### src/rtl/llc_output_encoder_pkg.sv
// Shared types and encodings for the LLC output encoder.
// The message structs are sized from LLC_N_L2; the top-level N_L2 parameter must match it.
package llc_output_encoder_pkg;

  localparam int LLC_N_L2   = 4;
  localparam int LLC_DEST_W = $clog2(LLC_N_L2);
  localparam int ADDR_W     = 28;
  localparam int LINE_W     = 64;

  typedef logic [ADDR_W-1:0]     line_addr_t;
  typedef logic [LINE_W-1:0]     line_t;
  typedef logic [2:0]            coh_msg_t;
  typedef logic [LLC_DEST_W-1:0] cache_id_t;
  typedef logic [LLC_N_L2-1:0]   sharers_t;

  typedef enum logic [2:0] {
    OP_RSP     = 3'd0,
    OP_FWD     = 3'd1,
    OP_MEM_RD  = 3'd2,
    OP_MEM_WB  = 3'd3,
    OP_DMA_RSP = 3'd4,
    OP_INV     = 3'd5
  } llc_out_op_t;

  localparam coh_msg_t FWD_INV = 3'd2;

  typedef struct packed {
    llc_out_op_t op;
    coh_msg_t    coh_msg;
    line_addr_t  addr;
    line_t       line;
    cache_id_t   dest;
    sharers_t    sharers;
  } llc_out_cmd_t;

  typedef struct packed {
    coh_msg_t   coh_msg;
    line_addr_t addr;
    line_t      line;
    cache_id_t  dest;
  } llc_rsp_out_t;

  typedef struct packed {
    coh_msg_t   coh_msg;
    line_addr_t addr;
    cache_id_t  dest;
  } llc_fwd_out_t;

  typedef struct packed {
    logic       hwrite;
    line_addr_t addr;
    line_t      line;
  } llc_mem_req_t;

  typedef struct packed {
    line_addr_t addr;
    line_t      line;
  } llc_dma_rsp_t;

endpackage

### src/rtl/llc_output_encoder_fifo.sv
// Per-channel FIFO (module llc_out_fifo) with extra-MSB pointers for full/empty.
// DEPTH must be a power of two and at least 2.
module llc_out_fifo #(
  parameter type T     = logic,
  parameter int  DEPTH = 2
) (
  input  logic clk,
  input  logic rst,
  input  logic push,
  input  logic pop,
  input  T     data_in,
  output T     data_out,
  output logic full,
  output logic empty
);

  localparam int AW = $clog2(DEPTH);
  localparam int PW = AW + 1;

  logic [PW-1:0] wr_ptr_q, wr_ptr_d;
  logic [PW-1:0] rd_ptr_q, rd_ptr_d;
  logic          push_en, pop_en;
  T              mem [DEPTH];

  assign empty = (wr_ptr_q == rd_ptr_q);
  assign full  = (wr_ptr_q[AW] != rd_ptr_q[AW]) &&
                 (wr_ptr_q[AW-1:0] == rd_ptr_q[AW-1:0]);

  // A push into a full FIFO is only legal when the head leaves in the same cycle.
  assign push_en  = push && (!full || pop);
  assign pop_en   = pop && !empty;
  assign data_out = mem[rd_ptr_q[AW-1:0]];

  always_comb begin
    wr_ptr_d = wr_ptr_q + PW'(push_en);
    rd_ptr_d = rd_ptr_q + PW'(pop_en);
  end

  // NOTE: state flops use non-blocking (<=) so every flop samples pre-edge values; blocking here would create order-dependent races.
  always_ff @(posedge clk or posedge rst) begin
    if (rst) begin
      wr_ptr_q <= '0;
      rd_ptr_q <= '0;
    end else begin
      wr_ptr_q <= wr_ptr_d;
      rd_ptr_q <= rd_ptr_d;
    end
  end

  // NOTE: storage is intentionally not reset; the pointers alone decide which entries are live, so the array needs no reset net.
  always_ff @(posedge clk) begin
    if (push_en) mem[wr_ptr_q[AW-1:0]] <= data_in;
  end

endmodule

### src/rtl/llc_output_encoder.sv
// LLC output encoder: routes one command per cycle to rsp/fwd/mem/dma FIFOs and fans invalidates out per sharer.
// Define LLC_OUT_BYPASS_EN to drive single ops straight to an empty, ready channel in the acceptance cycle.
module llc_output_encoder
  import llc_output_encoder_pkg::*;
#(
  parameter int N_L2       = LLC_N_L2,
  parameter int FIFO_DEPTH = 2
) (
  input  logic         clk,
  input  logic         rst,
  input  logic         cmd_valid,
  output logic         cmd_ready,
  input  llc_out_cmd_t cmd,
  output logic         rsp_out_valid,
  input  logic         rsp_out_ready,
  output llc_rsp_out_t rsp_out,
  output logic         fwd_out_valid,
  input  logic         fwd_out_ready,
  output llc_fwd_out_t fwd_out,
  output logic         mem_req_valid,
  input  logic         mem_req_ready,
  output llc_mem_req_t mem_req,
  output logic         dma_rsp_valid,
  input  logic         dma_rsp_ready,
  output llc_dma_rsp_t dma_rsp,
  output logic         idle
);

  localparam int DEST_W = $clog2(N_L2);

  localparam logic ST_IDLE   = 1'b0;
  localparam logic ST_FANOUT = 1'b1;

  logic            state_q, state_d;
  logic [N_L2-1:0] mask_q, mask_d;
  line_addr_t      inv_addr_q, inv_addr_d;

  logic rsp_full, rsp_empty, rsp_push, rsp_pop, rsp_byp;
  logic fwd_full, fwd_empty, fwd_push, fwd_pop, fwd_byp;
  logic mem_full, mem_empty, mem_push, mem_pop, mem_byp;
  logic dma_full, dma_empty, dma_push, dma_pop, dma_byp;

  llc_rsp_out_t rsp_msg, rsp_fifo_out;
  llc_fwd_out_t cmd_fwd_msg, fan_msg, fwd_push_msg, fwd_fifo_out;
  llc_mem_req_t mem_msg, mem_fifo_out;
  llc_dma_rsp_t dma_msg, dma_fifo_out;

  logic tgt_rsp, tgt_fwd, tgt_mem, tgt_dma, is_inv;
  logic in_idle, cmd_acc;
  logic can_push_rsp, can_push_fwd, can_push_mem, can_push_dma;
  logic [N_L2-1:0]   mask_new, mask_cur, low_bit;
  logic [DEST_W-1:0] low_idx;
  logic              fan_req, fan_push;

  // NOTE: every signal assigned in always_comb gets a default first, so no path can leave it unassigned and infer a latch.
  always_comb begin
    tgt_rsp = 1'b0;
    tgt_fwd = 1'b0;
    tgt_mem = 1'b0;
    tgt_dma = 1'b0;
    is_inv  = 1'b0;
    case (cmd.op)
      OP_RSP:               tgt_rsp = 1'b1;
      OP_FWD:               tgt_fwd = 1'b1;
      OP_MEM_RD, OP_MEM_WB: tgt_mem = 1'b1;
      OP_DMA_RSP:           tgt_dma = 1'b1;
      OP_INV:               is_inv  = 1'b1;
      default: ;
    endcase
  end

  assign rsp_pop = !rsp_empty && rsp_out_ready;
  assign fwd_pop = !fwd_empty && fwd_out_ready;
  assign mem_pop = !mem_empty && mem_req_ready;
  assign dma_pop = !dma_empty && dma_rsp_ready;

  assign can_push_rsp = !rsp_full || rsp_pop;
  assign can_push_fwd = !fwd_full || fwd_pop;
  assign can_push_mem = !mem_full || mem_pop;
  assign can_push_dma = !dma_full || dma_pop;

  // Gating with rst keeps cmd_ready low for the whole reset, not just after the first edge.
  assign in_idle   = !rst && (state_q == ST_IDLE);
  assign cmd_ready = in_idle && (tgt_rsp ? can_push_rsp :
                                 tgt_fwd ? can_push_fwd :
                                 tgt_mem ? can_push_mem :
                                 tgt_dma ? can_push_dma : 1'b1);
  assign cmd_acc   = cmd_valid && cmd_ready;

  assign rsp_msg     = '{coh_msg: cmd.coh_msg, addr: cmd.addr, line: cmd.line, dest: cmd.dest};
  assign cmd_fwd_msg = '{coh_msg: cmd.coh_msg, addr: cmd.addr, dest: cmd.dest};
  assign mem_msg     = '{hwrite: (cmd.op == OP_MEM_WB), addr: cmd.addr,
                         line: (cmd.op == OP_MEM_WB) ? cmd.line : '0};
  assign dma_msg     = '{addr: cmd.addr, line: cmd.line};

`ifdef LLC_OUT_BYPASS_EN
  assign rsp_byp = cmd_acc && tgt_rsp && rsp_empty && rsp_out_ready;
  assign fwd_byp = cmd_acc && tgt_fwd && fwd_empty && fwd_out_ready;
  assign mem_byp = cmd_acc && tgt_mem && mem_empty && mem_req_ready;
  assign dma_byp = cmd_acc && tgt_dma && dma_empty && dma_rsp_ready;
`else
  assign rsp_byp = 1'b0;
  assign fwd_byp = 1'b0;
  assign mem_byp = 1'b0;
  assign dma_byp = 1'b0;
`endif

  // The first invalidate is pushed in the acceptance cycle from the live command.
  assign mask_new = cmd.sharers & ~(N_L2'(1) << cmd.dest);
  assign mask_cur = (state_q == ST_IDLE) ? mask_new : mask_q;

  always_comb begin
    low_idx = '0;
    for (int i = N_L2 - 1; i >= 0; i--) begin
      if (mask_cur[i]) low_idx = DEST_W'(i);
    end
  end

  assign low_bit  = N_L2'(1) << low_idx;
  assign fan_req  = (state_q == ST_IDLE) ? (cmd_acc && is_inv && (mask_new != '0))
                                         : (mask_q != '0);
  assign fan_push = fan_req && can_push_fwd;
  assign fan_msg  = '{coh_msg: FWD_INV,
                      addr:    (state_q == ST_IDLE) ? cmd.addr : inv_addr_q,
                      dest:    cache_id_t'(low_idx)};

  always_comb begin
    state_d    = state_q;
    mask_d     = mask_q;
    inv_addr_d = inv_addr_q;
    case (state_q)
      ST_IDLE: begin
        if (cmd_acc && is_inv && (mask_new != '0)) begin
          state_d    = ST_FANOUT;
          inv_addr_d = cmd.addr;
          mask_d     = fan_push ? (mask_new & ~low_bit) : mask_new;
        end
      end
      ST_FANOUT: begin
        if (mask_q == '0)  state_d = ST_IDLE;
        else if (fan_push) mask_d  = mask_q & ~low_bit;
      end
      default: state_d = ST_IDLE;
    endcase
  end

  always_ff @(posedge clk or posedge rst) begin
    if (rst) begin
      state_q    <= ST_IDLE;
      mask_q     <= '0;
      inv_addr_q <= '0;
    end else begin
      state_q    <= state_d;
      mask_q     <= mask_d;
      inv_addr_q <= inv_addr_d;
    end
  end

  assign rsp_push     = cmd_acc && tgt_rsp && !rsp_byp;
  assign fwd_push     = fan_push || (cmd_acc && tgt_fwd && !fwd_byp);
  assign mem_push     = cmd_acc && tgt_mem && !mem_byp;
  assign dma_push     = cmd_acc && tgt_dma && !dma_byp;
  assign fwd_push_msg = fan_push ? fan_msg : cmd_fwd_msg;

  llc_out_fifo #(.T(llc_rsp_out_t), .DEPTH(FIFO_DEPTH)) u_rsp_fifo (
    .clk(clk), .rst(rst), .push(rsp_push), .pop(rsp_pop), .data_in(rsp_msg),
    .data_out(rsp_fifo_out), .full(rsp_full), .empty(rsp_empty));

  llc_out_fifo #(.T(llc_fwd_out_t), .DEPTH(FIFO_DEPTH)) u_fwd_fifo (
    .clk(clk), .rst(rst), .push(fwd_push), .pop(fwd_pop), .data_in(fwd_push_msg),
    .data_out(fwd_fifo_out), .full(fwd_full), .empty(fwd_empty));

  llc_out_fifo #(.T(llc_mem_req_t), .DEPTH(FIFO_DEPTH)) u_mem_fifo (
    .clk(clk), .rst(rst), .push(mem_push), .pop(mem_pop), .data_in(mem_msg),
    .data_out(mem_fifo_out), .full(mem_full), .empty(mem_empty));

  llc_out_fifo #(.T(llc_dma_rsp_t), .DEPTH(FIFO_DEPTH)) u_dma_fifo (
    .clk(clk), .rst(rst), .push(dma_push), .pop(dma_pop), .data_in(dma_msg),
    .data_out(dma_fifo_out), .full(dma_full), .empty(dma_empty));

  // Payloads read as zero whenever nothing is offered on the channel.
  assign rsp_out_valid = !rsp_empty || rsp_byp;
  assign fwd_out_valid = !fwd_empty || fwd_byp;
  assign mem_req_valid = !mem_empty || mem_byp;
  assign dma_rsp_valid = !dma_empty || dma_byp;

  assign rsp_out = !rsp_empty ? rsp_fifo_out : (rsp_byp ? rsp_msg     : '0);
  assign fwd_out = !fwd_empty ? fwd_fifo_out : (fwd_byp ? cmd_fwd_msg : '0);
  assign mem_req = !mem_empty ? mem_fifo_out : (mem_byp ? mem_msg     : '0);
  assign dma_rsp = !dma_empty ? dma_fifo_out : (dma_byp ? dma_msg     : '0);

  assign idle = in_idle && rsp_empty && fwd_empty && mem_empty && dma_empty;

endmodule

### config.mk
export PLATFORM = sky130hd
export DESIGN_NAME = llc_output_encoder
export DESIGN_NICKNAME = d
export VERILOG_FILES = /design/src/rtl/llc_output_encoder_pkg.sv /design/src/rtl/llc_output_encoder_fifo.sv /design/src/rtl/llc_output_encoder.sv
export SDC_FILE = /design/constraint.sdc
export NUM_CORES = 1
export LEC_CHECK = 0
export BUFFER_PORTS_ARGS = -buffer_cell sky130_fd_sc_hd__buf_2
export CAP_MARGIN = 5
export CORE_ASPECT_RATIO = 1.5
export CORE_MARGIN = 3
export CORE_UTILIZATION = 56
export CTS_CLUSTER_SIZE = 25
export DETAILED_ROUTE_END_ITERATION = 10
export GPL_ROUTABILITY_DRIVEN = 1
export HOLD_SLACK_MARGIN = 0.15
export PLACE_DENSITY = 0.76
export SKIP_LAST_GASP = 1
export SYNTH_ARGS = -nofsm -noshare
export SYNTH_HDL_FRONTEND = slang
export SYNTH_SLANG_ARGS = --single-unit
### constraint.sdc
create_clock -name clk -period 6 [get_ports clk]
set_clock_uncertainty 0.1 [all_clocks]
set_input_delay 1.2 -clock clk [delete_from_list [all_inputs] [get_ports clk]]
set_output_delay 1.2 -clock clk [all_outputs]
set_load 0.005 [all_outputs]
==> results.sh <==
export IMPL_power_density_mw_per_mm2=475
export IMPL_cts_buffers=58
export IMPL_clock_fmax_mhz=218
export IMPL_required_ns=4.70
export IMPL_min_period_ns=4.59
export IMPL_synth_xor_xnor_area_share=0.00556
export IMPL_root_buffer="clkbuf_16"
export IMPL_wl_per_cell_um=23.0
export IMPL_ys_seq_area_frac=0.752
export IMPL_place_congestion=0.884
export IMPL_path_clk_slew_ns=0.07
export IMPL_ys_ff_latch=679
export IMPL_placed_cell_area_sq_mm=0.0297
export IMPL_io_pins=432
export IMPL_synthAdderAreaFrac=0.00561
export IMPL_hold_viol=0
export IMPL_gr_total_overflow=0
export IMPL_clock_path_buffers=3
export IMPL_max_vdd_ir_drop_mv=0.325
export IMPL_power_leakage_nw=12.6
export IMPL_status="finished, final reports clean"
export IMPL_ys_types=46
export IMPL_area_growth_pct=18.0
export IMPL_clock_sinks=679
export IMPL_slew_headroom=0.257
export IMPL_vias=15300
export IMPL_startpoint_type="flop"
export IMPL_finish_utilization=0.673
export IMPL_coreArea_sq_mm=0.0470
export IMPL_synth_ff_type="edfxtp_1"
export IMPL_grtUsageTotal=0.241
export IMPL_wl_mm=62.6
export IMPL_synth_top_family_by_area="multiplexers"
export IMPL_worst_slew_pin_slew_ns=1.11
export IMPL_dieArea_sq_mm=0.0505
export IMPL_slowest_delay_ns=0.88
export IMPL_synth_edf_count=630
export IMPL_fillers=3202
export IMPL_die_w_um=185
export IMPL_grt_max_degree=68
export IMPL_postCtsSetupBuffers=0
export IMPL_nNetsFinal=2199
export IMPL_total_power_mw=15.0
export IMPL_antenna_found_initial=4
export IMPL_cts_tree="done"
export IMPL_h_tree_depth=2
export IMPL_yosys_area_share_simple=0.0691
export IMPL_synth_compound_area_share=0.00967
export IMPL_setup_tns_ns=0
export IMPL_drt_iter0_drc=1279
export IMPL_synth_area_top_cells="edfxtp_1, mux2i_1, dfrtp_1"
export IMPL_ctsHoldBuffers=0
export IMPL_syn_area_sq_mm=0.0268
export IMPL_cp_max_fo=39
export IMPL_worstSetupPathType="flop to output port"
export IMPL_antenna_left=0
export IMPL_viasPerCell=5.64
export IMPL_synthCells=1648
export IMPL_rows=97
export IMPL_setup_viol=0
export IMPL_slew_violations=0
export IMPL_synthDominantCellAreaShare=0.706
export IMPL_maxCapViolations=0
export IMPL_ys_async_sr_fraction=0.0722
export IMPL_syn_nets=1771
export IMPL_initial_core_util=0.570
export IMPL_grt_pass1_wl_mm=91.8
export IMPL_hp_class="flop to flop"
export IMPL_drc=0
export IMPL_layout_drive_gt1_share=0.290
export IMPL_yosysWarningCount=0
export IMPL_crit_path_end_kind="output port"
export IMPL_grt_pass1_vias=15600
export IMPL_cts_resized_gates=0
export IMPL_yosysTopAreaCell="edfxtp_1"
export IMPL_ys_top_cells_by_count="edfxtp_1, nor2_1, mux2i_1"
export IMPL_rsz0062_at_grt="false"
export IMPL_stdcell_area_sq_mm=0.0316
export IMPL_period_share=0.765
export IMPL_synth_most_common_cell="edfxtp_1"
export IMPL_cp_arrival_ns=3.29
export IMPL_dpl_hpwl_mm=41.5
export IMPL_dp_cells=2610
export IMPL_worstPathCellList="xor2_1 > nor2_4 > buf_4 > nor2_1 > buf_2"
export IMPL_clock_latency_ns=0.59
export IMPL_synthMuxAreaShare=0.143
export IMPL_syn_avg_cell_area_sq_um=16.3
export IMPL_drtPass1Iterations=7
export IMPL_cp_slowest_cell="dfrtp_4"
export IMPL_die_h_um=274
export IMPL_io_buffers=431
export IMPL_instances_no_fill=2718
-- metrics by stage --
| step | worst slack, ns | hold WS [ns] |
|---|---|---|
| 2_1_floorplan | 0.977 | 0.359 |
| 6_report | 1.41 | 0.387 |
| 4_1_cts | 1.34 | 0.388 |
| 3_5_place_dp | 1.62 | 0.375 |
| 3_3_place_gp | 1.71 | 0.372 |
| 5_1_grt | 1.23 | 0.395 |
-- state kept, by name, summed over array words and instances, names as in the netlist --
name and flops:
u_mem_fifo.wr_ptr_q 2, u_fwd_fifo.wr_ptr_q 2, u_rsp_fifo.wr_ptr_q 2, u_fwd_fifo.rd_ptr_q 2, u_fwd_fifo.mem 66, inv_addr_q 28, u_rsp_fifo.mem 194, state_q 1
u_dma_fifo.mem 184, u_dma_fifo.rd_ptr_q 2, mask_q 4, u_rsp_fifo.rd_ptr_q 2, u_mem_fifo.mem 186, u_dma_fifo.wr_ptr_q 2, u_mem_fifo.rd_ptr_q 2
-- layout make-up --
cell class | count | area (sq um) | area share
antenna | 3 | 7.51 | 0.000238
clock buffer | 71 | 1530 | 0.0485
clock inverter | 34 | 340 | 0.0108
inverter | 19 | 71.3 | 0.00226
multi-input combinational | 863 | 6360 | 0.201
sequential | 679 | 20200 | 0.638
tap | 594 | 743 | 0.0235
timing repair buffer | 455 | 2390 | 0.0755
-- layer usage --
metal | vias to the layer above | track usage | routed length, um
met4 | 2 | 0.0974 | 2540
met3 | 135 | 0.0382 | 3900
met1 | 7673 | 0.294 | 23200
met5 | - | 0 | 10
li1 | 6916 | - | -
met2 | 611 | 0.429 | 32900
-- where the power goes --
part | internal, mW | switching, mW | leakage [nW]
Combinational | 2.27 | 3.35 | 5.40
Sequential | 5.44 | 0.266 | 6.32
Clock | 2.07 | 1.61 | 0.922
-- critical path: cells and delay by family (launching register included) --
family                    cells  cell delay, ns
xor gates and xnor gates      1            0.27
and+or+nand+nor               2            0.93
buffers and inverters         2            0.58
DFF                           1            0.88
-- cell families (layout without fill, tap and decap cells) --
family                   count (synthesis)  count (layout)
XOR/XNOR                                17              17
buffers and inverters                  106             579
adder cells (fa/ha/maj)                 12              12
AND/OR/NAND/NOR                        426             426
other                                    0               3
multiplexers                           375             375
flip-flops                             679             679
AO/OA/AOI/OAI                           33              33
-- final timing paths --
path | endpoint | slack (ns) | startpoint | cells past startpoint
min | u_fwd_fifo.wr_ptr_q[1] | 0.39 | u_fwd_fifo.wr_ptr_q[1] | 1
min in group asynchronous | inv_addr_q[24] | 0.42 | rst | 2
max in group asynchronous | u_dma_fifo.rd_ptr_q[0] | 4.50 | rst | 3
max | mem_req[52] | 1.41 | u_mem_fifo.rd_ptr_q[0] | 5
min reg2reg | u_fwd_fifo.wr_ptr_q[1] | 0.39 | u_fwd_fifo.wr_ptr_q[1] | 1
max reg2reg | u_mem_fifo.mem[1][60] | 2.04 | u_mem_fifo.rd_ptr_q[0] | 5
-- cell usage in the layout, fill, tap and decap left out, drive strengths merged, types with 3 or more instances in the layout --
master    n
nor4b     4
a21boi    3
and2     67
mux2     56
clkinv   25
o21ai     4
nand2     7
buf     455
ha       12
o31ai     5
nor2b     5
inv      21
edfxtp  630
nor4      4
clkbuf   71
nor3      5
xnor2     4
nor2    321
mux2i   319
bufinv    6
dfrtp    49
xor2     13
diode     3
(Power assumes the default switching activity.)
